--- src/rtl/pipe_addsub_if.sv ---
// Operand/result handshake bundle for pipe_addsub.
// master drives operands and out_ready; slave (the adder) drives results and in_ready.
interface pipe_addsub_if #(
  parameter int unsigned LENGTH = 32
);
  logic              in_valid;
  logic              in_ready;
  logic [LENGTH-1:0] A;
  logic [LENGTH-1:0] B;
  logic              sub;
  logic              signed_mode;
  logic              out_valid;
  logic              out_ready;
  logic [LENGTH-1:0] Result;
  logic              carry;
  logic              overflow;
  logic              zero;
  logic              negative;

  modport master (
    output in_valid, A, B, sub, signed_mode, out_ready,
    input  in_ready, out_valid, Result, carry, overflow, zero, negative
  );

  modport slave (
    input  in_valid, A, B, sub, signed_mode, out_ready,
    output in_ready, out_valid, Result, carry, overflow, zero, negative
  );
endinterface

--- src/rtl/pipe_addsub.sv ---
// Pipelined add/subtract: STAGES carry-chained chunks with carry/overflow/zero/negative flags.
// Define PIPE_ADDSUB_SAT_EN to saturate overflowing results in the final stage.
module pipe_addsub #(
  parameter int unsigned LENGTH = 32,
  parameter int unsigned STAGES = 2
) (
  input logic         clk,
  input logic         reset,
  pipe_addsub_if.slave bus
);
  localparam int unsigned CW  = LENGTH / STAGES;
  localparam int unsigned LO  = (STAGES - 1) * CW;
  localparam int unsigned MSB = LENGTH - 1;

  typedef struct packed {
    logic              vld;
    logic              sub;
    logic              sm;
    logic              cy;
    logic [LENGTH-1:0] a;
    logic [LENGTH-1:0] be;
    logic [LENGTH-1:0] sum;
  } stage_t;

  logic              r_out_valid;
  logic [LENGTH-1:0] r_result;
  logic              r_carry;
  logic              r_overflow;
  logic              r_zero;
  logic              r_negative;

  logic              w_stall;
  stage_t            w_src [STAGES];

  assign w_stall      = r_out_valid & ~bus.out_ready;
  assign bus.in_ready = ~w_stall & ~reset;

  // Stage 0 source: B pre-inverted for subtract, carry-in seeded with sub.
  assign w_src[0] = '{
    vld: bus.in_valid & bus.in_ready,
    sub: bus.sub,
    sm:  bus.signed_mode,
    cy:  bus.sub,
    a:   bus.A,
    be:  bus.sub ? ~bus.B : bus.B,
    sum: '0
  };

  for (genvar k = 0; k < STAGES - 1; k++) begin : g_stage
    logic [CW:0]       w_add;
    logic [LENGTH-1:0] w_sum;
    stage_t            r_pipe;

    assign w_add = {1'b0, w_src[k].a[k*CW +: CW]} + {1'b0, w_src[k].be[k*CW +: CW]}
                 + {{CW{1'b0}}, w_src[k].cy};

    always_comb begin
      w_sum              = w_src[k].sum;
      w_sum[k*CW +: CW]  = w_add[CW-1:0];
    end

    always_ff @(posedge clk) begin
      if (reset) begin
        r_pipe <= '0;
      end else if (!w_stall) begin
        r_pipe <= '{
          vld: w_src[k].vld,
          sub: w_src[k].sub,
          sm:  w_src[k].sm,
          cy:  w_add[CW],
          a:   w_src[k].a,
          be:  w_src[k].be,
          sum: w_sum
        };
      end
    end

    assign w_src[k+1] = r_pipe;
  end

  // Final stage: top chunk, flags and optional saturation.
  logic [CW:0]       w_fadd;
  logic [LENGTH-1:0] w_raw;
  logic [LENGTH-1:0] w_res;
  logic              w_carry;
  logic              w_sovf;
  logic              w_uovf;
  logic              w_ovf;

  assign w_fadd = {1'b0, w_src[STAGES-1].a[LO +: CW]} + {1'b0, w_src[STAGES-1].be[LO +: CW]}
                + {{CW{1'b0}}, w_src[STAGES-1].cy};

  always_comb begin
    w_raw            = w_src[STAGES-1].sum;
    w_raw[LO +: CW]  = w_fadd[CW-1:0];
  end

  assign w_carry = w_fadd[CW];
  assign w_sovf  = (w_src[STAGES-1].a[MSB] == w_src[STAGES-1].be[MSB]) &&
                   (w_raw[MSB] != w_src[STAGES-1].a[MSB]);
  assign w_uovf  = w_carry ^ w_src[STAGES-1].sub;
  assign w_ovf   = w_src[STAGES-1].sm ? w_sovf : w_uovf;

`ifdef PIPE_ADDSUB_SAT_EN
  always_comb begin
    w_res = w_raw;
    if (w_src[STAGES-1].sm && w_sovf) begin
      // Operand sign tells the overflow direction.
      w_res = w_src[STAGES-1].a[MSB] ? {1'b1, {(LENGTH-1){1'b0}}} : {1'b0, {(LENGTH-1){1'b1}}};
    end else if (!w_src[STAGES-1].sm && w_uovf) begin
      w_res = w_src[STAGES-1].sub ? '0 : '1;
    end
  end
`else
  assign w_res = w_raw;
`endif

  always_ff @(posedge clk) begin
    if (reset) begin
      r_out_valid <= 1'b0;
      r_result    <= '0;
      r_carry     <= 1'b0;
      r_overflow  <= 1'b0;
      r_zero      <= 1'b0;
      r_negative  <= 1'b0;
    end else if (!w_stall) begin
      r_out_valid <= w_src[STAGES-1].vld;
      if (w_src[STAGES-1].vld) begin
        r_result   <= w_res;
        r_carry    <= w_carry;
        r_overflow <= w_ovf;
        r_zero     <= (w_res == '0);
        r_negative <= w_res[MSB];
      end
    end
  end

  assign bus.out_valid = r_out_valid;
  assign bus.Result    = r_result;
  assign bus.carry     = r_carry;
  assign bus.overflow  = r_overflow;
  assign bus.zero      = r_zero;
  assign bus.negative  = r_negative;
endmodule

--- src/flat_wrapper.sv ---
// flat-port wrapper written by rule: the top's interface ports become plain ports
module pipe_addsub_flat 
#(
  parameter int unsigned LENGTH = 32,
  parameter int unsigned STAGES = 2
)
  (clk, reset, bus_in_valid, bus_A, bus_B, bus_sub, bus_signed_mode, bus_out_ready, bus_in_ready, bus_out_valid, bus_Result, bus_carry, bus_overflow, bus_zero, bus_negative);
  pipe_addsub_if #(.LENGTH(LENGTH)) bus_i ();
  input logic clk;
  input logic reset;
  input wire logic [$bits(bus_i.in_valid)-1:0] bus_in_valid;
  input wire logic [$bits(bus_i.A)-1:0] bus_A;
  input wire logic [$bits(bus_i.B)-1:0] bus_B;
  input wire logic [$bits(bus_i.sub)-1:0] bus_sub;
  input wire logic [$bits(bus_i.signed_mode)-1:0] bus_signed_mode;
  input wire logic [$bits(bus_i.out_ready)-1:0] bus_out_ready;
  output wire logic [$bits(bus_i.in_ready)-1:0] bus_in_ready;
  output wire logic [$bits(bus_i.out_valid)-1:0] bus_out_valid;
  output wire logic [$bits(bus_i.Result)-1:0] bus_Result;
  output wire logic [$bits(bus_i.carry)-1:0] bus_carry;
  output wire logic [$bits(bus_i.overflow)-1:0] bus_overflow;
  output wire logic [$bits(bus_i.zero)-1:0] bus_zero;
  output wire logic [$bits(bus_i.negative)-1:0] bus_negative;
  assign bus_i.in_valid = bus_in_valid;
  assign bus_i.A = bus_A;
  assign bus_i.B = bus_B;
  assign bus_i.sub = bus_sub;
  assign bus_i.signed_mode = bus_signed_mode;
  assign bus_i.out_ready = bus_out_ready;
  assign bus_in_ready = bus_i.in_ready;
  assign bus_out_valid = bus_i.out_valid;
  assign bus_Result = bus_i.Result;
  assign bus_carry = bus_i.carry;
  assign bus_overflow = bus_i.overflow;
  assign bus_zero = bus_i.zero;
  assign bus_negative = bus_i.negative;
  pipe_addsub #(.LENGTH(LENGTH), .STAGES(STAGES)) u_core (.clk(clk), .reset(reset), .bus(bus_i));
endmodule
--- config.mk ---
export PLATFORM = sky130hd
export DESIGN_NAME = pipe_addsub_flat
export DESIGN_NICKNAME = d
export VERILOG_FILES = /design/src/rtl/pipe_addsub_if.sv /design/src/rtl/pipe_addsub.sv /design/src/flat_wrapper.sv
export SDC_FILE = /design/constraint.sdc
export NUM_CORES = 1
export LEC_CHECK = 0
export CORE_MARGIN = 8
export CORE_UTILIZATION = 52
export DETAILED_ROUTE_END_ITERATION = 10
export HOLD_SLACK_MARGIN = 0.02
export PLACE_DENSITY_LB_ADDON = 0.25
export REMOVE_ABC_BUFFERS = 1
export SLEW_MARGIN = 30
export SYNTH_ARGS = -nofsm -noshare
export SYNTH_HDL_FRONTEND = slang
export SYNTH_SLANG_ARGS = --single-unit
--- constraint.sdc ---
create_clock -name clk -period 4.3 [get_ports clk]
set_clock_uncertainty 0.05 [all_clocks]
set_input_delay 0.86 -clock clk [delete_from_list [all_inputs] [get_ports clk]]
set_output_delay 0.86 -clock clk [all_outputs]
set_load 0.01 [all_outputs]
After elaboration in Yosys (flattened, before gate mapping)
Cells that the tools add are included.
{"block": "totals", "reg_bits": 121, "in_bits": 70, "elab_cells": 32}
{"block": "op_classes", "add_sub_neg": 4, "eq_ne": 2, "muxes": 2, "bitwise_logic": 8, "reduce_logical": 3}
{"op": "$add 16x16->17", "n": 2}
{"op": "$add 17x1->17", "n": 2}
{"op": "$logic_not 32->1", "n": 1}
{"op": "$mux 32", "n": 1}
{"op": "$not 32->32", "n": 1}
{"op": "$and 1x1->1", "n": 3}
{"op": "$not 1->1", "n": 3}
{"op": "$reduce_and 2->1", "n": 1}
{"op": "$eq 1x1->1", "n": 1}
{"op": "$logic_and 1x1->1", "n": 1}
{"op": "$mux 1", "n": 1}
{"op": "$ne 1x1->1", "n": 1}
{"op": "$xor 1x1->1", "n": 1}

Logic depth before layout (Yosys ltp)
Gate-level depths: netlist of run 1.
{"block": "logic_depth", "word_depth": 5, "ltp_mapped": 12}

Worst setup path before layout of run 1
OpenSTA, ideal clock, no wires.
{"block": "synth_timing", "path_type": "input port to flip-flop", "start": "in bus_sub", "end": "reg u_core.g_stage[0].r_pipe[15] in the netlist's numbering", "setup_time_ns": 0.062, "arrival_ns": 3.891, "required_ns": 4.188, "slack_ns": 0.297, "cell_stages": 11, "path_buffers": 3, "cell_sequence": "buf_2 > buf_1 > clkbuf_1 > xor2_1 > ha_1 > o21ai_1 > a21boi_1 > nand3_1 > or4_1 > a2111o_1 > nand3_1"}
{"block": "synth_between", "elab_chain_len": 3}
{"element": "from (decl)", "line_no": "flat_wrapper.sv:14", "source": "input wire logic [$bits(bus_i.sub)-1:0] bus_sub;"}
{"element": "$mux 32", "line_no": "pipe_addsub.sv:45", "source": "be: bus.sub ? ~bus.B : bus.B,"}
{"element": "$add 16x16->17", "line_no": "pipe_addsub.sv:54", "source": "assign w_add = {1'b0, w_src[k].a[k*CW +: CW]} + {1'b0, w_src[k].be[k*CW +: CW]}"}
{"element": "$add 17x1->17 (*)", "line_no": "pipe_addsub.sv:55", "source": "+ {{CW{1'b0}}, w_src[k].cy};"}
{"element": "to (signal assigned)", "line_no": "pipe_addsub.sv:66", "source": "r_pipe <= '{"}
{"element": "to (decl)", "line_no": "pipe_addsub.sv:52", "source": "stage_t r_pipe;"}
Every way passes the cells marked *; elsewhere a longest branch is shown, timed or not.
A chain may end at the register's enable or synchronous reset.

Worst setup path in the final report of run 1
{"block": "layout_timing", "start": "in bus_B[0]", "end": "reg u_core.g_stage[0].r_pipe[12] in the netlist's numbering"}
{"block": "layout_between", "elab_chain_len": 4}
{"element": "from (decl)", "line_no": "flat_wrapper.sv:13", "source": "input wire logic [$bits(bus_i.B)-1:0] bus_B;"}
{"element": "$not 32->32", "line_no": "pipe_addsub.sv:45"}
{"element": "$mux 32 (*)", "line_no": "pipe_addsub.sv:45"}
{"element": "$add 16x16->17 (*)", "line_no": "pipe_addsub.sv:54"}
{"element": "$add 17x1->17 (*)", "line_no": "pipe_addsub.sv:55"}
Marked as above.

==> results by group, run 1 <==
Status
  • Outcome: finished clean

Placed design
  • DP Area: about 0.0062 mm^2
  • DP Worst Slack: around 470 ps
  • Buffers on Ports: around 110
  • GPL Wtd Cong: between 0.8 and 0.9
  • Detailed Place HPWL: between 10000 and 15000 um

Timing
  • Unrepaired setup endpoints after global routing: false
  • Endpoints failing hold: 0
  • Setup ws final: slightly below 800 ps
  • Final setup viols: 0
  • TNS Setup: 0 ps
  • Minimum clock period: 3504 ps
  • Worst relative slew slack: between 30 and 40%
  • Worst-Margin Slew: 909.2 ps
  • Period utilization: 81.49%
  • WHS: slightly above 400 ps
  • Highest Clock Rate: 0.2854 GHz
  • Slew Limit Fails: 0

Global routing
  • Vias in the first global route: between 4000 and 5000
  • First-pass GRT wire length: around 22000 um
  • Antenna violations before repair: 0
  • Largest net degree at the start of global routing: 59
  • Overall Global Routing Usage: between 20% and 30%
  • Remaining Overflow, GRT: 0

Synthesis
  • Synth warnings: 0
  • Seq cells post-synth: between 80 and 90
  • Post-synth EDFFs: 0
  • Top_reg_cell synth: dfxtp_1
  • Sequential area share after synthesis: around a third
  • Mean post-synth cell area: 8.020 um^2
  • Mapped Cells: 634
  • Cell area after synthesis: around 0.0051 mm^2
  • Async SR Flop Fraction: 0%
  • Distinct cell type count of the synthesized netlist: 63

Routing
  • DR iter-0 viols: 318
  • Drt total wl: approximately 14000 um
  • 1st-pass router iterations: 5
  • Remaining DRCs: 0
  • DR vias/cell: ~5.6
  • Via count: between 4000 and 5000
  • Drt wl/cell: between 15 and 20 um
  • Post-route antenna net violation count: 0

Finish
  • Layout area overhead: 25.98%
  • Fill cell count: roughly 900
  • Final net count: roughly 820
  • Most frequent cells in the layout: nand2_1, clkdlybuf4s50_1, dfxtp_1
  • Final Cell Area: ~0.0064 mm^2
  • Ant diodes: 0
  • Commonest non-fill, non-tap cell in the layout: nand2_1
  • Share of cells above drive strength 1: between 4 and 5%

Power
  • Power share of the clock group: around 27%
  • Internal Power: about 1.5 mW
  • Gate power share: between 20% and 30%
  • Sw frac: 31.15%
  • Psw: about 0.66 mW
  • PD cells: around 330 mW/mm^2
  • Pleak: between 2 and 2.5 nW
  • Sequential Power Share: roughly 44%
  • Peak VDD IR: 0.0002725 V

Setup path
  • CP max stage cell: clkdlybuf4s50_1
  • Crit path arrival time: about 3700 ps
  • R2r startpoint: u_core.g_stage[0].r_pipe[48]$_SDFFE_PP0N_
  • Flop2flop setup slack: 1020 ps
  • RR Endpoint: u_core.bus.zero$_SDFFE_PP0P_
  • Max incr delay on CP: approximately 500 ps
  • Worst r2r path cells: 9
  • WP data required: about 4500 ps
  • CP dominant cell by count: a21oi_1
  • CP startpoint kind: input port
  • CP Capture Type: flip-flop
  • Cell-by-cell trace of the critical path: clkdlybuf4s50_1 -> mux2_2 -> fa_1 -> a21o_1 -> a21oi_1 -> o21bai_1 -> a21oi_1 -> o21ai_0 -> a2111o_1 -> o211ai_1
  • CP max FO: 4
  • Setup Crit Path Kind: input port to flip-flop

Floorplan
  • Die area: ~0.013 mm^2
  • I/O pins: about 110
  • Die X: 114.9 um
  • Starting Density: between 50% and 60%
  • Core Rows: 36
  • Die Ht: 114.9 um
  • Core area: just under 0.01 mm^2

Clocking
  • CTS tree: yes
  • Worst-Skew Late Latency: roughly 360 ps
  • H-tree levels: 3
  • Root Driver: clkbuf_8
  • Hold buffer count at CTS: 0
  • PostCTS Resize Cnt: 0
  • Num CTS Buffers: 9
  • Post-CTS Setup Bufs: 0
  • Clock transition at path regs: approximately 90 ps
  • Clock Tree Buf Depth: 2
  • Clock Sinks: 88

Worst hold path
  • Hold EP: u_core.bus.Result[28]$_SDFFE_PP0P_
  • Hold_sp: u_core.bus.Result[28]$_SDFFE_PP0P_
  • Hold Crit Depth: 2
  • Worst Hold Class: flip-flop to flip-flop

Flow run
  • Max Cap Viol: 0
-- synthesized netlist by cell type (all sizes together) (9+ instances only) --
master,n,area (um^2)
clkbuf,28,125.1
nor3,13,65.06
buf,10,42.54
nor4,10,62.56
xnor2,29,254.0
ha,30,375.4
a31oi,9,56.30
nand3,18,90.09
nand2,116,435.4
dfxtp,88,1762
xor2,19,166.4
o21ai,18,90.08
a211oi,20,150.1
a21oi,72,360.4
inv,11,41.29
nor2,44,165.2
-- worst max path at each step --
stage | to | startpoint | depth (start not counted) | slack (ps)
floorplan | bus_in_ready | bus_out_ready | 2 | 620
global placement | u_core.g_stage[0].r_pipe[12]$_SDFFE_PP0N_ | bus_B[0] | 10 | 540
detailed placement | u_core.g_stage[0].r_pipe[12]$_SDFFE_PP0N_ | bus_B[0] | 10 | 470
CTS | u_core.g_stage[0].r_pipe[12]$_SDFFE_PP0N_ | bus_B[0] | 10 | 850
global route | u_core.g_stage[0].r_pipe[12]$_SDFFE_PP0N_ | bus_B[0] | 10 | 710
finish | u_core.g_stage[0].r_pipe[12]$_SDFFE_PP0N_ | bus_B[0] | 10 | 800
-- sequential cells by signal, summed over array words and instances, names as in the netlist --
name / flops
u_core.bus.negative: 1
u_core.bus.Result: 31
u_core.g_stage.r_pipe: 52
u_core.bus.out_valid: 1
u_core.bus.zero: 1
u_core.bus.carry: 1
u_core.bus.overflow: 1
-- cells by family (layout without fill, tap and decap cells) --
kind of cell	Yosys count	in the layout	synth area share, %
AOI/OAI and AO/OA	170	170	21.90
and+or+nand+nor	242	242	21.83
buffers and inverters	50	142	4.183
muxes	3	3	0.6152
xor gates and xnor gates	48	48	8.268
DFF	88	88	34.65
adders and majority gates	33	33	8.563
-- critical path: cells and delay by family --
kind | cells | cell delay (ps)
AOI/OAI and AO/OA | 7 | 1610
buffers and inverters | 1 | 500
adders and majority gates | 1 | 400
muxes | 1 | 370
-- metrics by stage --
step | util, % | power [mW] | instances
finish | 66.46 | 2.128 | 859
detailed placement | 64.40 | 1.560 | 843
global placement | 64.40 | 1.546 | 843
global route | 66.46 | 2.248 | 859
floorplan | - | 1.326 | 596
CTS | 66.46 | 2.134 | 859
-- area by class of cell --
| cell class | instances | area, um^2 | share of cell area (%) |
|---|---|---|---|
| clock buffer | 12 | 145.1 | 2.266 |
| clock inverter | 4 | 53.80 | 0.8398 |
| inverter | 12 | 45.04 | 0.7031 |
| multi-input combinational | 496 | 3120 | 48.71 |
| sequential | 88 | 1762 | 27.50 |
| tap | 133 | 166.4 | 2.598 |
| timing repair buffer | 114 | 1114 | 17.38 |
-- layer usage --
| layer | GRT usage [%] | routed length [um] | share of wire [%] |
|---|---|---|---|
| met5 | 0 | 0 | 0 |
| met4 | 4.553 | 156 | 1.2 |
| met3 | 5.410 | 780 | 5.8 |
| met2 | 34.96 | 6346 | 47 |
| met1 | 26.25 | 6230 | 46 |
-- power groups by stage --
stage / clock [mW] / combinational [mW] / sequential (mW)
floorplan: 0 / 0.373 / 0.953
global placement: 0 / 0.589 / 0.957
detailed placement: 0 / 0.601 / 0.959
CTS: 0.586 / 0.607 / 0.941
global route: 0.624 / 0.673 / 0.950
finish: 0.578 / 0.608 / 0.941
Note: power is estimated with default switching activity, not from simulation.
==> run 2: changes to the inputs <==
CORE_UTILIZATION = 47   (was 52)
clock period = 2.99 ns   (was 4.3 ns; I/O delays follow)
==> results by group, run 2 (synthesized netlist as in run 1, its figures left out) <==
Status
  • Outcome: finished clean

Finish
  • Fill cell count: 987 (+12%)
  • Ant diodes: 0 (unchanged)
  • Final net count: 867 (+5.2%)
  • Largest register by flop count: u_core.g_stage.r_pipe
  • Largest register FFs: 52 (unchanged)
  • Commonest non-fill, non-tap cell in the layout: nand2_1
  • Most frequent cells in the layout: nand2_1, clkdlybuf4s50_1, dfxtp_1
  • Final Cell Area: 0.006802 mm^2 (+6.2%)
  • Layout area overhead: 33.76%
  • Share of cells above drive strength 1: 11.57% (+6.8 points)

Setup path
  • CP max FO: 3 (-1)
  • CP startpoint kind: flip-flop
  • Flop2flop setup slack: 3 ps (-1020 ps)
  • RR Endpoint: u_core.bus.zero$_SDFFE_PP0P_
  • CP Capture Type: flip-flop
  • Worst r2r path cells: 9 (unchanged)
  • Crit path arrival time: 3220 ps (-520 ps)
  • Setup Crit Path Kind: flip-flop to flip-flop
  • R2r startpoint: u_core.g_stage[0].r_pipe[96]$_SDFFE_PP0N_
  • WP data required: 3220 ps (-1310 ps)

Floorplan
  • I/O pins: 108 (unchanged)
  • Die Ht: 120.0 um (+4.5%)
  • Starting Density: 47.53% (-5.2 points)
  • Die area: 0.01440 mm^2 (+9.1%)
  • Die X: 120.0 um (+4.5%)
  • Core Rows: 38 (+5.6%)
  • Core area: 0.01070 mm^2 (+11%)

Routing
  • Drt total wl: 14340 um (+6.1%)
  • Remaining DRCs: 0 (unchanged)
  • Via count: 5014 (+4.3%)
  • Drt wl/cell: 15.78 um (+0.30%)
  • Post-route antenna net violation count: 0 (unchanged)
  • DR iter-0 viols: 298 (-6.3%)
  • DR vias/cell: 5.516 (-1.4%)
  • 1st-pass router iterations: 5 (unchanged)

Worst hold path
  • Worst Hold Class: flip-flop to flip-flop
  • Hold EP: u_core.bus.Result[0]$_SDFFE_PP0P_
  • Hold_sp: u_core.bus.Result[0]$_SDFFE_PP0P_
  • Hold Crit Depth: 2 (unchanged)

Clocking
  • Num CTS Buffers: 9 (unchanged)
  • Clock transition at path regs: 90 ps (about the same)
  • Worst-Skew Late Latency: 370 ps (about the same)
  • Clock Sinks: 88 (unchanged)
  • Root Driver: clkbuf_8
  • Clock Tree Buf Depth: 2 (unchanged)
  • H-tree levels: 3 (unchanged)
  • Hold buffer count at CTS: 0 (unchanged)
  • CTS tree: yes

Global routing
  • Largest net degree at the start of global routing: 64 (+8.5%)
  • Vias in the first global route: 4896 (+4.8%)
  • Remaining Overflow, GRT: 0 (unchanged)
  • Antenna violations before repair: 0 (unchanged)
  • First-pass GRT wire length: 23420 um (+5.4%)
  • Overall Global Routing Usage: 19.70% (-1.2 points)

Timing
  • Worst-Margin Slew: 624.4 ps (-284.9 ps)
  • Setup ws final: 2.573 ps (-793.4 ps)
  • WHS: 407.7 ps (+3.802 ps)
  • Endpoints failing hold: 0 (unchanged)
  • Highest Clock Rate: around 0.33 GHz
  • Minimum clock period: between 2000 and 3000 ps
  • Worst relative slew slack: 58.37% (+19 points)
  • Period utilization: between 90 and 100%
  • Final setup viols: 0 (unchanged)
  • Slew Limit Fails: 0 (unchanged)
  • Unrepaired setup endpoints after global routing: true

Power
  • PD cells: 470.9 mW/mm^2 (+42%)
  • Sequential Power Share: 42.2% (-2.0 points)
  • Psw: 1.016 mW (+53%)
  • Power share of the clock group: 27.0% (-0.2 points)
  • Sw frac: 31.72% (+0.57 points)
  • Internal Power: 2.187 mW (+49%)
  • Pleak: 2.718 nW (+8.9%)
  • Gate power share: 30.8% (+2.2 points)
  • Peak VDD IR: 0.0002745 V (+0.74%)

Placed design
  • Detailed Place HPWL: 10840 um (+7.4%)
  • DP Area: 0.006529 mm^2 (+5.2%)
  • GPL Wtd Cong: 0.9368 (+5.6%)
  • Buffers on Ports: 107 (unchanged)
  • DP Worst Slack: -396.1 ps (-865.9 ps)

Flow run
  • Max Cap Viol: 0 (unchanged)
## run 2: changes by cell type in the layout (fill, tap and decap cells not counted), moves of 2 or more
cell,before,now
fa_2,0,2
fa_1,3,1
buf_4,7,49
clkbuf_1,2,0
## run 2: worst max path at each step
stage | endpoint | slack, ps | from
3_3_place_gp | u_core.g_stage[0].r_pipe[8]$_SDFFE_PP0N_ | -300 | bus_B[0]
4_1_cts | u_core.bus.zero$_SDFFE_PP0P_ | 4 | u_core.g_stage[0].r_pipe[48]$_SDFFE_PP0N_
6_report | u_core.bus.zero$_SDFFE_PP0P_ | 3 | u_core.g_stage[0].r_pipe[96]$_SDFFE_PP0N_
5_1_grt | u_core.bus.zero$_SDFFE_PP0P_ | -120 | u_core.g_stage[0].r_pipe[96]$_SDFFE_PP0N_
3_5_place_dp | u_core.g_stage[0].r_pipe[8]$_SDFFE_PP0N_ | -400 | bus_B[0]
2_1_floorplan | u_core.bus.Result[22]$_SDFFE_PP0P_ | -360 | bus_out_ready
## run 2: worst max-delay path: stages (launching register included)
cell and delay, ps:
dfxtp_2 340, fa_2 410, fa_2 380, and3_4 200, o211ai_1 240, a21boi_1 130
or4_4 450, a2111oi_4 380, o2111ai_2 150, o31ai_2 180
## run 2: what timing repair did
item                                    in CTS  in global routing
endpoints found under the setup margin       2                  6
setup buffers                                1                  2
pin swaps                                    1                 12
resized for setup                            6                  6
## run 2: cell type report
type	instances	area (um^2)	area share, %
repair buffers	157	1451	21.34
well taps	140	175.2	2.575
multi-input cells	496	3162	46.49
clock buffers	10	137.6	2.024
flip-flops and latches	88	1763	25.92
clock inverters	6	67.56	0.9934
inverters	12	45.04	0.6623
## run 2: stage by stage
step | instances | util [%] | setup TNS, ps | power, mW
floorplan | 596 | - | -6754 | 1.907
global placement | 890 | 61.03 | -1398 | 2.311
detailed placement | 890 | 61.03 | -1927 | 2.342
CTS | 907 | 63.22 | 0 | 3.203
global route | 909 | 63.58 | -132.0 | 3.375
finish | 909 | 63.58 | 0 | 3.203
## run 2: routing by layer
metal,track usage (%),part of all wire (%),vias to the layer above
li1,-,-,2508
met3,5.261,6.4,20
met2,34.33,49,147
met1,23.11,43,2339
met4,6.011,1.8,0
met5,0,0,-
## run 2: power groups by stage
stage / combinational, mW / clock [mW] / sequential (mW)
2_1_floorplan: 0.536 / 0 / 1.37
3_3_place_gp: 0.936 / 0 / 1.37
3_5_place_dp: 0.964 / 0 / 1.38
4_1_cts: 0.980 / 0.872 / 1.35
5_1_grt: 1.09 / 0.926 / 1.36
6_report: 0.986 / 0.864 / 1.35
==> run 3: changes to the inputs <==
ABC_AREA = 1   (was not set)
==> results by group, run 3 <==
Status
  • Outcome: finished clean

Timing
  • Final setup viols: 0 (unchanged)
  • Highest Clock Rate: 0.3918 GHz (+17%)
  • Slew Limit Fails: 0 (unchanged)
  • Unrepaired setup endpoints after global routing: false
  • Worst-Margin Slew: 638.3 ps (+13.88 ps)
  • Worst relative slew slack: 57.45% (-0.93 points)
  • Period utilization: 85.37% (-15 points)
  • Endpoints failing hold: 0 (unchanged)
  • TNS Setup: 0 ps (unchanged)
  • Minimum clock period: 2553 ps (-434.8 ps)
  • Setup ws final: 437.4 ps (+434.8 ps)

Global routing
  • Antenna violations before repair: 0 (unchanged)
  • Vias in the first global route: 5043 (+3.0%)
  • Gr busiest metal: met2
  • Remaining Overflow, GRT: 0 (unchanged)
  • Largest net degree at the start of global routing: 71 (+11%)
  • Met3 usage: 5.584% (+0.32 points)
  • Overall Global Routing Usage: 20.37% (+0.67 points)
  • First-pass GRT wire length: 24120 um (+3.0%)
  • Routing usage on met2: 35.99% (+1.7 points)
  • Met1 usage: 23.00% (-0.12 points)

Clocking
  • Worst-Skew Late Latency: 380 ps (about the same)
  • Clock transition at path regs: 80 ps (about the same)
  • CTS tree: yes
  • Post-CTS Setup Bufs: 0 (-1)
  • Hold buffer count at CTS: 0 (unchanged)
  • H-tree levels: 3 (unchanged)
  • Root Driver: clkbuf_8
  • PostCTS Resize Cnt: 0 (-6)
  • Num CTS Buffers: 9 (unchanged)
  • Clock Tree Buf Depth: 2 (unchanged)
  • Clock Sinks: 88 (unchanged)

Placed design
  • GPL Wtd Cong: 0.9150 (-2.3%)
  • Buffers on Ports: 107 (unchanged)
  • DP Worst Slack: 66.66 ps (+462.8 ps)
  • Detailed Place HPWL: 11190 um (+3.2%)
  • DP Cell Count: 968 (+8.8%)

Synthesis
  • Mean post-synth cell area: 7.016 um^2 (-13%)
  • Async SR Flop Fraction: 0% (unchanged)
  • Top_reg_cell synth: dfxtp_1
  • Yosys top cell area share: 33.98% (-0.67 points)
  • Sequential area share after synthesis: 33.98% (-0.67 points)
  • Mapped Cells: 739 (+17%)
  • Cell area after synthesis: 0.005185 mm^2 (+2.0%)
  • Commonest cells post-synth: nand2_1, nor2_1, dfxtp_1, inv_1, o21ai_0
  • Distinct cell type count of the synthesized netlist: 35 (-44%)
  • Yosys top cell by area: dfxtp_1
  • Seq cells post-synth: 88 (unchanged)
  • Area contributors post-synth: dfxtp_1, nand2_1, o21ai_0, ha_1, nor2_1
  • Post-synth EDFFs: 0 (unchanged)
  • Most numerous cell in the Yosys netlist: nand2_1
  • Synth warnings: 0 (unchanged)

Power
  • Peak VDD IR: 0.0004824 V (+76%)
  • PD cells: 486.5 mW/mm^2 (+3.3%)
  • Pleak: 3.120 nW (+15%)

Finish
  • Commonest non-fill, non-tap cell in the layout: nand2_1
  • Final net count: 942 (+8.7%)
  • Register Area: 0.001762 mm^2 (about the same)
  • Share of cells above drive strength 1: 6.754% (-4.8 points)
  • Non-filler instance count after layout: 984 (+8.3%)
  • Layout area overhead: 27.41%
  • Ant diodes: 0 (unchanged)
  • Largest register FFs: 52 (unchanged)
  • Most frequent cells in the layout: nand2_1, clkdlybuf4s50_1, nor2_1
  • Largest register by flop count: u_core.g_stage.r_pipe
  • Multi-input logic area: 0.002963 mm^2 (-6.3%)
  • Fill cell count: 1008 (+2.1%)

Routing
  • Post-route antenna net violation count: 0 (unchanged)
  • Drt wl/cell: 14.73 um (-6.6%)
  • Remaining DRCs: 0 (unchanged)
  • DR vias/cell: 5.072 (-8.0%)
  • 1st-pass router iterations: 4 (-1)
  • Drt total wl: 14490 um (+1.1%)
  • Via count: 4991 (-0.46%)
  • DR iter-0 viols: 254 (-15%)

Setup path
  • Crit path arrival time: 1900 ps (-1320 ps)
  • CP max stage cell: clkdlybuf4s50_1
  • CP max FO: 3 (unchanged)
  • CP dominant cell by count: clkdlybuf4s50_1
  • Setup Crit Path Kind: input port to output pin
  • WP data required: 2340 ps (-880 ps)
  • CP startpoint kind: input port
  • Max incr delay on CP: 550 ps (+100 ps)
  • CP Capture Type: output pin
  • Cell-by-cell trace of the critical path: clkdlybuf4s50_1 -> inv_2 -> nand2_2 -> clkinv_1 -> nor2_1 -> clkdlybuf4s50_1

Flow run
  • Max Cap Viol: 0 (unchanged)

Worst hold path
  • Worst Hold Class: flip-flop to flip-flop

Floorplan
  • Core Rows: 38 (unchanged)
  • Core area: 0.01079 mm^2 (+0.89%)
  • Starting Density: 48.04% (+0.51 points)
  • Die X: 121.0 um (+0.85%)
  • Die Ht: 121.0 um (+0.85%)
  • I/O pins: 108 (unchanged)
  • Die area: 0.01465 mm^2 (+1.7%)
run 3: cell count changes after synthesis, sizes merged, moves of 10 or more:
cell    before  now
nand2      116  140
nor2        44   91
nand3       18   38
nor4        10    0
o21ai       18   81
inv         11   87
a211oi      20    1
run 3: per-stage QoR:
step / util (%) / power [mW] / hold slack, ps / cell area [um^2]
6_report: 61.21 / 3.214 / 432.7 / 6606
5_1_grt: 61.21 / 3.427 / 453.8 / 6606
4_1_cts: 61.21 / 3.244 / 431.1 / 6606
3_5_place_dp: 59.29 / 2.370 / 412.2 / 6399
3_3_place_gp: 59.29 / 2.352 / 415.4 / 6399
2_1_floorplan: - / 1.972 / 392.4 / 5055
run 3: final cells by class:
type,count,share of cell area [%]
multi-input combinational,533,44.85
sequential,88,26.67
timing repair buffer,119,17.69
inverter,88,5.000
tap,140,2.652
clock buffer,12,2.348
clock inverter,4,0.7955
run 3: worst max-delay path: cells and delay by family:
| family | cells | cell delay [ps] |
|---|---|---|
| buffers and inverters | 4 | 1140 |
| AND/OR/NAND/NOR | 2 | 160 |
run 3: per-layer routing:
metal | up-vias | routed length (um)
met4 | 0 | 326
li1 | 2601 | -
met2 | 112 | 7192
met1 | 2254 | 6219
met5 | - | 0
met3 | 24 | 754
run 3: power by group:
part / internal, mW / total, mW / switching [mW]
Clock: 0.434 / 0.869 / 0.435
Combinational: 0.438 / 0.987 / 0.549
Sequential: 1.29 / 1.36 / 0.0682
Total: 2.16 / 3.21 / 1.05
run 3: cells by family (layout without fill, tap and decap cells):
| group | Yosys count | count (layout) | synth area share, % |
|---|---|---|---|
| xor+xnor | 43 | 43 | 7.263 |
| compound gates | 172 | 172 | 17.95 |
| simple gates | 285 | 285 | 23.53 |
| flops | 88 | 88 | 33.98 |
| fa+ha+maj | 33 | 33 | 8.398 |
| buf+inv | 118 | 223 | 8.880 |
run 3: path summary, 6_finish.rpt:
check / cells after the start / to / start / slack (ps)
worst max-delay path: 6 / bus_in_ready / bus_out_ready / 440
worst min-delay path: 2 / u_core.bus.Result[4]$_SDFFE_PP0P_ / u_core.g_stage[0].r_pipe[4]$_SDFFE_PP0N_ / 430
worst max register to register: 13 / u_core.bus.zero$_SDFFE_PP0P_ / u_core.g_stage[0].r_pipe[48]$_SDFFE_PP0N_ / 530
worst min register to register: 2 / u_core.bus.Result[4]$_SDFFE_PP0P_ / u_core.g_stage[0].r_pipe[4]$_SDFFE_PP0N_ / 430
